## config.mk

```make
export PLATFORM = sky130hd
export DESIGN_NAME = obstacle_follower_lane_flat
export DESIGN_NICKNAME = d
export VERILOG_FILES = /design/src/rtl/obstacle_follower_lane_pkg.sv /design/src/rtl/obstacle_follower_lane_if.sv /design/src/rtl/obstacle_follower_lane_car_box_hit.sv /design/src/rtl/obstacle_follower_lane.sv /design/src/flat_wrapper.sv
export SDC_FILE = /design/constraint.sdc
export NUM_CORES = 1
export LEC_CHECK = 0
export ABC_AREA = 0
export BUFFER_PORTS_ARGS = -buffer_cell sky130_fd_sc_hd__buf_4
export CORE_ASPECT_RATIO = 0.8
export CORE_UTILIZATION = 66
export DETAILED_ROUTE_END_ITERATION = 10
export GPL_TIMING_DRIVEN = 0
export HOLD_SLACK_MARGIN = 0.08
export PLACE_DENSITY = 0.95
export SLEW_MARGIN = 15
export SYNTH_ARGS = -nofsm -noshare
export SYNTH_HDL_FRONTEND = slang
export SYNTH_SLANG_ARGS = --single-unit
```

## constraint.sdc

```tcl
create_clock -name clk -period 6.9 [get_ports clk]
set_input_delay 1.38 -clock clk [delete_from_list [all_inputs] [get_ports clk]]
set_output_delay 1.38 -clock clk [all_outputs]
set_load 0.01 [all_outputs]
```

## src/rtl/obstacle_follower_lane_pkg.sv

```systemverilog
// Shared lane definitions: screen geometry, scroll step, lane FSM states
// and the half-open box overlap helper used by every car box test.
package obstacle_follower_lane_pkg;

  localparam int SCREEN_W = 640;
  localparam int MOVE_AMT = 2;

  typedef enum logic [1:0] {
    IDLE  = 2'd0,
    SPAWN = 2'd1,
    RUN   = 2'd2
  } lane_state_t;

  // Two half-open intervals [a0,a1) and [b0,b1) overlap when each one
  // starts before the other ends; touching ends are not an overlap.
  function automatic logic box_overlap(input logic [10:0] a0,
                                       input logic [10:0] a1,
                                       input logic [10:0] b0,
                                       input logic [10:0] b1);
    return (a0 < b1) && (b0 < a1);
  endfunction

endpackage

```

## src/rtl/obstacle_follower_lane_if.sv

```systemverilog
// Scroll/VGA/chicken bundle between the lane scroller side and the
// follower lane. The master drives positions and strobes; the slave
// (the follower lane) returns follower flags, pixel-on and hit.
interface obstacle_follower_lane_if #(
  parameter int NUM_FOL = 3
) ();

  logic               move_strobe;
  logic [9:0]         lead_pos;
  logic [9:0]         pix_x;
  logic [9:0]         pix_y;
  logic [9:0]         chick_x;
  logic [9:0]         chick_y;
  logic               hit_clr;
  logic [NUM_FOL-1:0] fol_active;
  logic               pix_on;
  logic               hit;

  modport master (
    output move_strobe, lead_pos, pix_x, pix_y, chick_x, chick_y, hit_clr,
    input  fol_active, pix_on, hit
  );

  modport slave (
    input  move_strobe, lead_pos, pix_x, pix_y, chick_x, chick_y, hit_clr,
    output fol_active, pix_on, hit
  );

endinterface

```

## src/rtl/obstacle_follower_lane_car_box_hit.sv

```systemverilog
// Combinational test of one lane car against two probe boxes: the
// current VGA pixel and the chicken square. The car box is clipped at
// the right screen edge rather than wrapped to column 0.
module obstacle_follower_lane_car_box_hit #(
  parameter int CAR_W    = 32,
  parameter int CAR_H    = 16,
  parameter int LANE_Y   = 200,
  parameter int SCREEN_W = obstacle_follower_lane_pkg::SCREEN_W
) (
  input  logic        en,
  input  logic [9:0]  car_x,
  input  logic [10:0] pix_x0,
  input  logic [10:0] pix_x1,
  input  logic [10:0] pix_y0,
  input  logic [10:0] pix_y1,
  input  logic [10:0] chk_x0,
  input  logic [10:0] chk_x1,
  input  logic [10:0] chk_y0,
  input  logic [10:0] chk_y1,
  output logic        pix_hit,
  output logic        chk_hit
);
  import obstacle_follower_lane_pkg::*;

  localparam logic [10:0] LANE_TOP = 11'(LANE_Y);
  localparam logic [10:0] LANE_BOT = 11'(LANE_Y + CAR_H);

  logic [10:0] car_x0;
  logic [10:0] car_end;
  logic [10:0] car_x1;

  // Build the clipped car box and test both probes against it.
  always_comb begin
    car_x0  = {1'b0, car_x};
    car_end = car_x0 + 11'(CAR_W);
    car_x1  = (car_end > 11'(SCREEN_W)) ? 11'(SCREEN_W) : car_end;
    pix_hit = en && box_overlap(pix_x0, pix_x1, car_x0, car_x1)
                 && box_overlap(pix_y0, pix_y1, LANE_TOP, LANE_BOT);
    chk_hit = en && box_overlap(chk_x0, chk_x1, car_x0, car_x1)
                 && box_overlap(chk_y0, chk_y1, LANE_TOP, LANE_BOT);
  end

endmodule

```

## src/rtl/obstacle_follower_lane.sv

```systemverilog
// Follower lane: spawns NUM_FOL cars at fixed gaps behind the scrolled
// leader, moves them in lock-step on each scroller strobe with the same
// screen-width wrap as the leader, and produces registered pixel-on and
// chicken-hit outputs.
// Optional feature macro: OBSTACLE_HIT_LATCH_EN makes hit sticky until
// hit_clr is seen in a cycle without overlap (overlap wins over clear).
module obstacle_follower_lane #(
  parameter int NUM_FOL  = 3,
  parameter int GAP      = 160,
  parameter int MOVE_AMT = obstacle_follower_lane_pkg::MOVE_AMT,
  parameter int SCREEN_W = obstacle_follower_lane_pkg::SCREEN_W,
  parameter int LANE_Y   = 200,
  parameter int CAR_W    = 32,
  parameter int CAR_H    = 16,
  parameter int CHICK_SZ = 16
) (
  input logic                     clk,
  input logic                     rst_n,
  obstacle_follower_lane_if.slave bus
);
  import obstacle_follower_lane_pkg::*;

  localparam int                 NUM_CAR  = NUM_FOL + 1;
  localparam int                 IDX_W    = 3;
  localparam logic [IDX_W-1:0]   LAST_IDX = IDX_W'(NUM_FOL - 1);

  lane_state_t        state, state_nxt;
  logic [9:0]         fol_pos     [NUM_FOL];
  logic [9:0]         fol_pos_nxt [NUM_FOL];
  logic [NUM_FOL-1:0] fol_active, fol_active_nxt;
  logic [IDX_W-1:0]   next_idx, next_idx_nxt;
  logic [10:0]        spawn_thr;

  logic [9:0]         car_x [NUM_CAR];
  logic [NUM_CAR-1:0] car_en;
  logic [NUM_CAR-1:0] pix_hit;
  logic [NUM_CAR-1:0] chk_hit;
  logic [10:0]        pix_x0, pix_x1, pix_y0, pix_y1;
  logic [10:0]        chk_x0, chk_x1, chk_y0, chk_y1;
  logic               pix_any_p0, chk_any_p0;
  logic               pix_on_p1, hit_p1;

  // One scroll step with the same wrap rule the leader uses; the sum is
  // formed in 11 bits so 638+2 cannot alias below the limit.
  function automatic logic [9:0] step_wrap(input logic [9:0] pos);
    logic [10:0] sum;
    sum = {1'b0, pos} + 11'(MOVE_AMT);
    return (sum >= 11'(SCREEN_W)) ? 10'd0 : sum[9:0];
  endfunction

  // Next-state logic: spawn one follower per strobe until all are out,
  // and advance every active follower on each strobe.
  always_comb begin
    state_nxt      = state;
    fol_pos_nxt    = fol_pos;
    fol_active_nxt = fol_active;
    next_idx_nxt   = next_idx;
    spawn_thr      = ({8'd0, next_idx} + 11'd1) * 11'(GAP);
    if (bus.move_strobe) begin
      case (state)
        IDLE: begin
          state_nxt = SPAWN;
        end
        SPAWN: begin
          for (int k = 0; k < NUM_FOL; k++) begin
            if (fol_active[k]) fol_pos_nxt[k] = step_wrap(fol_pos[k]);
          end
          if ({1'b0, bus.lead_pos} >= spawn_thr) begin
            for (int k = 0; k < NUM_FOL; k++) begin
              if (next_idx == IDX_W'(k)) begin
                fol_active_nxt[k] = 1'b1;
                fol_pos_nxt[k]    = bus.lead_pos - spawn_thr[9:0];
              end
            end
            next_idx_nxt = next_idx + 3'd1;
            if (next_idx == LAST_IDX) state_nxt = RUN;
          end
        end
        RUN: begin
          for (int k = 0; k < NUM_FOL; k++) begin
            if (fol_active[k]) fol_pos_nxt[k] = step_wrap(fol_pos[k]);
          end
        end
        default: begin
          state_nxt = IDLE;
        end
      endcase
    end
  end

  // FSM and follower state registers with synchronous active-low reset.
  always_ff @(posedge clk) begin
    if (!rst_n) begin
      state      <= IDLE;
      fol_active <= '0;
      next_idx   <= '0;
      for (int k = 0; k < NUM_FOL; k++) fol_pos[k] <= '0;
    end else begin
      state      <= state_nxt;
      fol_active <= fol_active_nxt;
      next_idx   <= next_idx_nxt;
      for (int k = 0; k < NUM_FOL; k++) fol_pos[k] <= fol_pos_nxt[k];
    end
  end

  // Car list (leader first, always present) and the two probe boxes.
  always_comb begin
    car_x[0]  = bus.lead_pos;
    car_en[0] = 1'b1;
    for (int k = 0; k < NUM_FOL; k++) begin
      car_x[k+1]  = fol_pos[k];
      car_en[k+1] = fol_active[k];
    end
    pix_x0 = {1'b0, bus.pix_x};
    pix_x1 = pix_x0 + 11'd1;
    pix_y0 = {1'b0, bus.pix_y};
    pix_y1 = pix_y0 + 11'd1;
    chk_x0 = {1'b0, bus.chick_x};
    chk_x1 = chk_x0 + 11'(CHICK_SZ);
    chk_y0 = {1'b0, bus.chick_y};
    chk_y1 = chk_y0 + 11'(CHICK_SZ);
  end

  for (genvar c = 0; c < NUM_CAR; c++) begin : g_car
    obstacle_follower_lane_car_box_hit #(
      .CAR_W    (CAR_W),
      .CAR_H    (CAR_H),
      .LANE_Y   (LANE_Y),
      .SCREEN_W (SCREEN_W)
    ) u_car_box_hit (
      .en      (car_en[c]),
      .car_x   (car_x[c]),
      .pix_x0  (pix_x0),
      .pix_x1  (pix_x1),
      .pix_y0  (pix_y0),
      .pix_y1  (pix_y1),
      .chk_x0  (chk_x0),
      .chk_x1  (chk_x1),
      .chk_y0  (chk_y0),
      .chk_y1  (chk_y1),
      .pix_hit (pix_hit[c]),
      .chk_hit (chk_hit[c])
    );
  end

  assign pix_any_p0 = |pix_hit;
  assign chk_any_p0 = |chk_hit;

`ifndef OBSTACLE_HIT_LATCH_EN
  logic unused_hit_clr;
  assign unused_hit_clr = bus.hit_clr;
`endif

  // Output register stage: pixel-on and (optionally sticky) hit.
  always_ff @(posedge clk) begin
    if (!rst_n) begin
      pix_on_p1 <= 1'b0;
      hit_p1    <= 1'b0;
    end else begin
      pix_on_p1 <= pix_any_p0;
`ifdef OBSTACLE_HIT_LATCH_EN
      hit_p1    <= chk_any_p0 | (hit_p1 & ~bus.hit_clr);
`else
      hit_p1    <= chk_any_p0;
`endif
    end
  end

  assign bus.fol_active = fol_active;
  assign bus.pix_on     = pix_on_p1;
  assign bus.hit        = hit_p1;

endmodule

```

## src/flat_wrapper.sv

```systemverilog
// flat-port wrapper written by rule: the top's interface ports become plain ports
module obstacle_follower_lane_flat import obstacle_follower_lane_pkg::*;
#(
  parameter int NUM_FOL  = 3,
  parameter int GAP      = 160,
  parameter int MOVE_AMT = obstacle_follower_lane_pkg::MOVE_AMT,
  parameter int SCREEN_W = obstacle_follower_lane_pkg::SCREEN_W,
  parameter int LANE_Y   = 200,
  parameter int CAR_W    = 32,
  parameter int CAR_H    = 16,
  parameter int CHICK_SZ = 16
)
  (clk, rst_n, bus_move_strobe, bus_lead_pos, bus_pix_x, bus_pix_y, bus_chick_x, bus_chick_y, bus_hit_clr, bus_fol_active, bus_pix_on, bus_hit);
  obstacle_follower_lane_if #(.NUM_FOL(NUM_FOL)) bus_i ();
  input logic clk;
  input logic rst_n;
  input wire logic [$bits(bus_i.move_strobe)-1:0] bus_move_strobe;
  input wire logic [$bits(bus_i.lead_pos)-1:0] bus_lead_pos;
  input wire logic [$bits(bus_i.pix_x)-1:0] bus_pix_x;
  input wire logic [$bits(bus_i.pix_y)-1:0] bus_pix_y;
  input wire logic [$bits(bus_i.chick_x)-1:0] bus_chick_x;
  input wire logic [$bits(bus_i.chick_y)-1:0] bus_chick_y;
  input wire logic [$bits(bus_i.hit_clr)-1:0] bus_hit_clr;
  output wire logic [$bits(bus_i.fol_active)-1:0] bus_fol_active;
  output wire logic [$bits(bus_i.pix_on)-1:0] bus_pix_on;
  output wire logic [$bits(bus_i.hit)-1:0] bus_hit;
  assign bus_i.move_strobe = bus_move_strobe;
  assign bus_i.lead_pos = bus_lead_pos;
  assign bus_i.pix_x = bus_pix_x;
  assign bus_i.pix_y = bus_pix_y;
  assign bus_i.chick_x = bus_chick_x;
  assign bus_i.chick_y = bus_chick_y;
  assign bus_i.hit_clr = bus_hit_clr;
  assign bus_fol_active = bus_i.fol_active;
  assign bus_pix_on = bus_i.pix_on;
  assign bus_hit = bus_i.hit;
  obstacle_follower_lane #(.NUM_FOL(NUM_FOL), .GAP(GAP), .MOVE_AMT(MOVE_AMT), .SCREEN_W(SCREEN_W), .LANE_Y(LANE_Y), .CAR_W(CAR_W), .CAR_H(CAR_H), .CHICK_SZ(CHICK_SZ)) u_core (.clk(clk), .rst_n(rst_n), .bus(bus_i));
endmodule
```

==> flow_summary.yaml <==
outcome:
  status: "complete, no violations"
power:
  powerDensity_nw_per_um2: 110
  seqPwrFrac_pct: 27.1
  netSwitchingPower_mw: 0.352
  intPower_mw: 0.557
  peakVddDrop_mv: 0.111
  power_frac_clock_pct: 32.5
  p_comb_share_pct: 40.3
  switching_share_pct: 38.7
  leakagePower_nw: 3.54
final_layout:
  antenna_cells: 0
  fin_area_sq_um: 8280
  layout.cells.non_filler: 1196
  nFillCells: 856
  drive_gt1_share_pct: 10.1
  syn_to_final_growth_pct: 10.5
  final_core_util_pct: 75.4
  nNetsFinal: 1277
yosys:
  postSynthRegisterBits: 40
  synth.cell_area_sq_um: 7490
  synth.area.top_cells: "ha_1, dfxtp_1, a21oi_1"
  ys_warn_count: 0
  synth.net_count: 1213
  synthTopCellsByCount: "ha_1, a21oi_1, nand2_1, nor2_1, nand3_1"
  async_flop_share_pct: 0
  yosysTopAreaCellShare_pct: 28.6
  synth_ff_type: "dfxtp_1"
  avgSynthCellArea_sq_um: 7.59
  yosysSeqAreaShare_pct: 10.7
  postSynthCellCount: 987
  yosys.cell_types.count: 82
  yosysMostFrequentCell: "ha_1"
  yosysTopAreaCell: "ha_1"
  synth-edff-count: 0
sta:
  fin_crit_sh_pct: 67.2
  tns_ps: 0
  setup_violations: 0
  setup_ws_ps: 2270
  fin_skew_ps: 9.39
  worst_pin_slew_ps: 767
  slew_headroom_pct: 48.7
  period_minus_slack_ps: 4630
  final_max_slew_viol_count: 0
  rsz0062_at_grt: "false"
  maxClockFrequency_ghz: 0.216
  hold_viol: 0
global_route:
  grt-ovfl-total: 0
  antenna_found_initial: 1
  grt_max_degree: 14
  grt_util_all_layers_pct: 44.0
  first_global_vias: 8161
  grt_pass1_wl_um: 40800
setup_path:
  cp.arrival_ps: 4840
  path_class: "input pin to flip-flop"
  cp_cell_sequence: "buf_4 > or3_1 > or3_1 > o31ai_1 > a21o_1 > buf_2 > nand2_1 > ha_1 > a21o_1 > a21oi_1 > o21ai_0 > a21o_1 > a211o_1 > o32a_1 > a311oi_1"
  path_buf_inv: 2
  crit_required_ps: 7110
  slowest_delay_ps: 460
  critPathTopFamily: "compound AO/OA/AOI/OAI gates"
  slowest_stage: "or3_1"
  worstSetupStartpointType: "input pin"
  critPathCaptureType: "flip-flop"
  cpMostUsedCell: "a21o_1"
  crit_path_max_fanout: 9
clock_network:
  postCtsSetupBuffers: 0
  htree_levels: 2
  cts.path.max_buffers: 2
  cts_buffers: 5
  cts_hold_buf: 0
  clock-sinks: 40
  cts_resized: 0
  cts_tree: "yes"
  clock_latency_ps: 300
  path_clk_slew_ps: 70
  cts_root_buf: "clkbuf_16"
die:
  die-area_sq_um: 11800
  row_count: 34
  core-area_sq_um: 11000
  chipHeight_um: 97.3
  num_io_pins: 59
  start_util_pct: 68.3
  die_x_um: 121
route:
  wirelength_um: 25900
  viasPerCell: 7.25
  avgRoutedWirePerCell_um: 21.7
  ant_nets: 0
  drc: 0
  drtIter0Drc: 1102
  vias: 8669
  drt_first_pass_iters: 6
worst_hold_path:
  holdCritPathClass: "flip-flop to flip-flop"
placed_design:
  gp_congestion: 1.04
  dpl.hpwl_um: 19700
  dpl_cell_area_sq_um: 8100
  portBuffers: 57
  dpl.cell_count: 1188
  dp_slack_ps: 2120
run:
  maxCapViolCount: 0
==> final cells by class <==
type	count	area, sq um	area share [%]
Buffer	49	267	3.22
Clock buffer	6	139	1.68
Clock inverter	2	38.8	0.469
Inverter	38	143	1.72
Multi-Input combinational cell	860	6280	75.9
Sequential cell	40	801	9.67
Tap cell	144	180	2.18
Timing Repair Buffer	57	428	5.17
==> metrics by stage <==
stage / hold WS [ps] / power [mW]
4_1_cts: 566 / 0.888
3_5_place_dp: 547 / 0.596
5_1_grt: 584 / 0.943
2_1_floorplan: 515 / 0.464
3_3_place_gp: 540 / 0.579
6_report: 562 / 0.910
==> state kept, by name (all words and copies together), names as in the netlist <==
| signal | cells |
|---|---|
| u_core.car_x | 30 |
| u_core.bus.fol_active | 3 |
| u_core.next_idx | 3 |
| u_core.state | 2 |
| u_core.bus.hit | 1 |
| u_core.bus.pix_on | 1 |
==> worst min-delay path, cell delays in order (launching register included) <==
cell     delay (ps)
dfxtp_1         320
mux2i_1         140
nor2b_1          60
==> per-layer routing <==
layer  vias up  global-route usage (%)  routed length (um)
li1       3922                       -                   -
met1      3908                    56.8                9840
met2       671                    67.0               10800
met3       166                    11.9                3770
met4         2                    21.4                1470
met5         -                       0                  45
==> path summary, 6_finish.rpt <==
check                           cells past startpoint                end             from  slack [ps]
worst min register to register                      2    u_core.state[0]  u_core.state[0]         560
worst max-delay path                               15  u_core.bus.pix_on  bus_lead_pos[1]        2270
worst max register to register                     16     u_core.bus.hit  u_core.car_x[6]        2480
worst min-delay path                                2    u_core.state[0]  u_core.state[0]         560
==> layout by cell type, fill, tap and decap left out, drive strengths merged, types with 15 or more instances in the layout <==
cell type,Yosys,layout
o211ai,18,18
nand2,80,80
clkbuf,31,37
nor2b,16,16
buf,17,74
a21oi,82,82
nand4,21,21
inv,37,37
dfxtp,40,40
nand3,62,62
o21ai,62,62
a31oi,15,15
nor2,68,68
a211oi,23,23
o31ai,22,22
nor3,26,26
a21o,15,15
ha,171,171
==> power groups by stage <==
stage | logic (mW) | clock network (mW) | registers (mW)
after floorplan | 0.217 | 0 | 0.247
after global placement | 0.328 | 0 | 0.251
after detailed placement | 0.345 | 0 | 0.251
after CTS | 0.349 | 0.293 | 0.246
after global routing | 0.396 | 0.300 | 0.247
final | 0.367 | 0.296 | 0.247
==> logic make-up (layout without fill, tap and decap cells) <==
kind of cell	count (synthesis)	in the layout	synth area share, %
xor+xnor	24	24	2.81
buf+inv	87	152	5.46
fa+ha+maj	172	172	28.8
mux	5	5	0.685
simple gates	333	333	22.0
flops	40	40	10.7
compound gates	326	326	29.6
(Power assumes the default switching activity.)
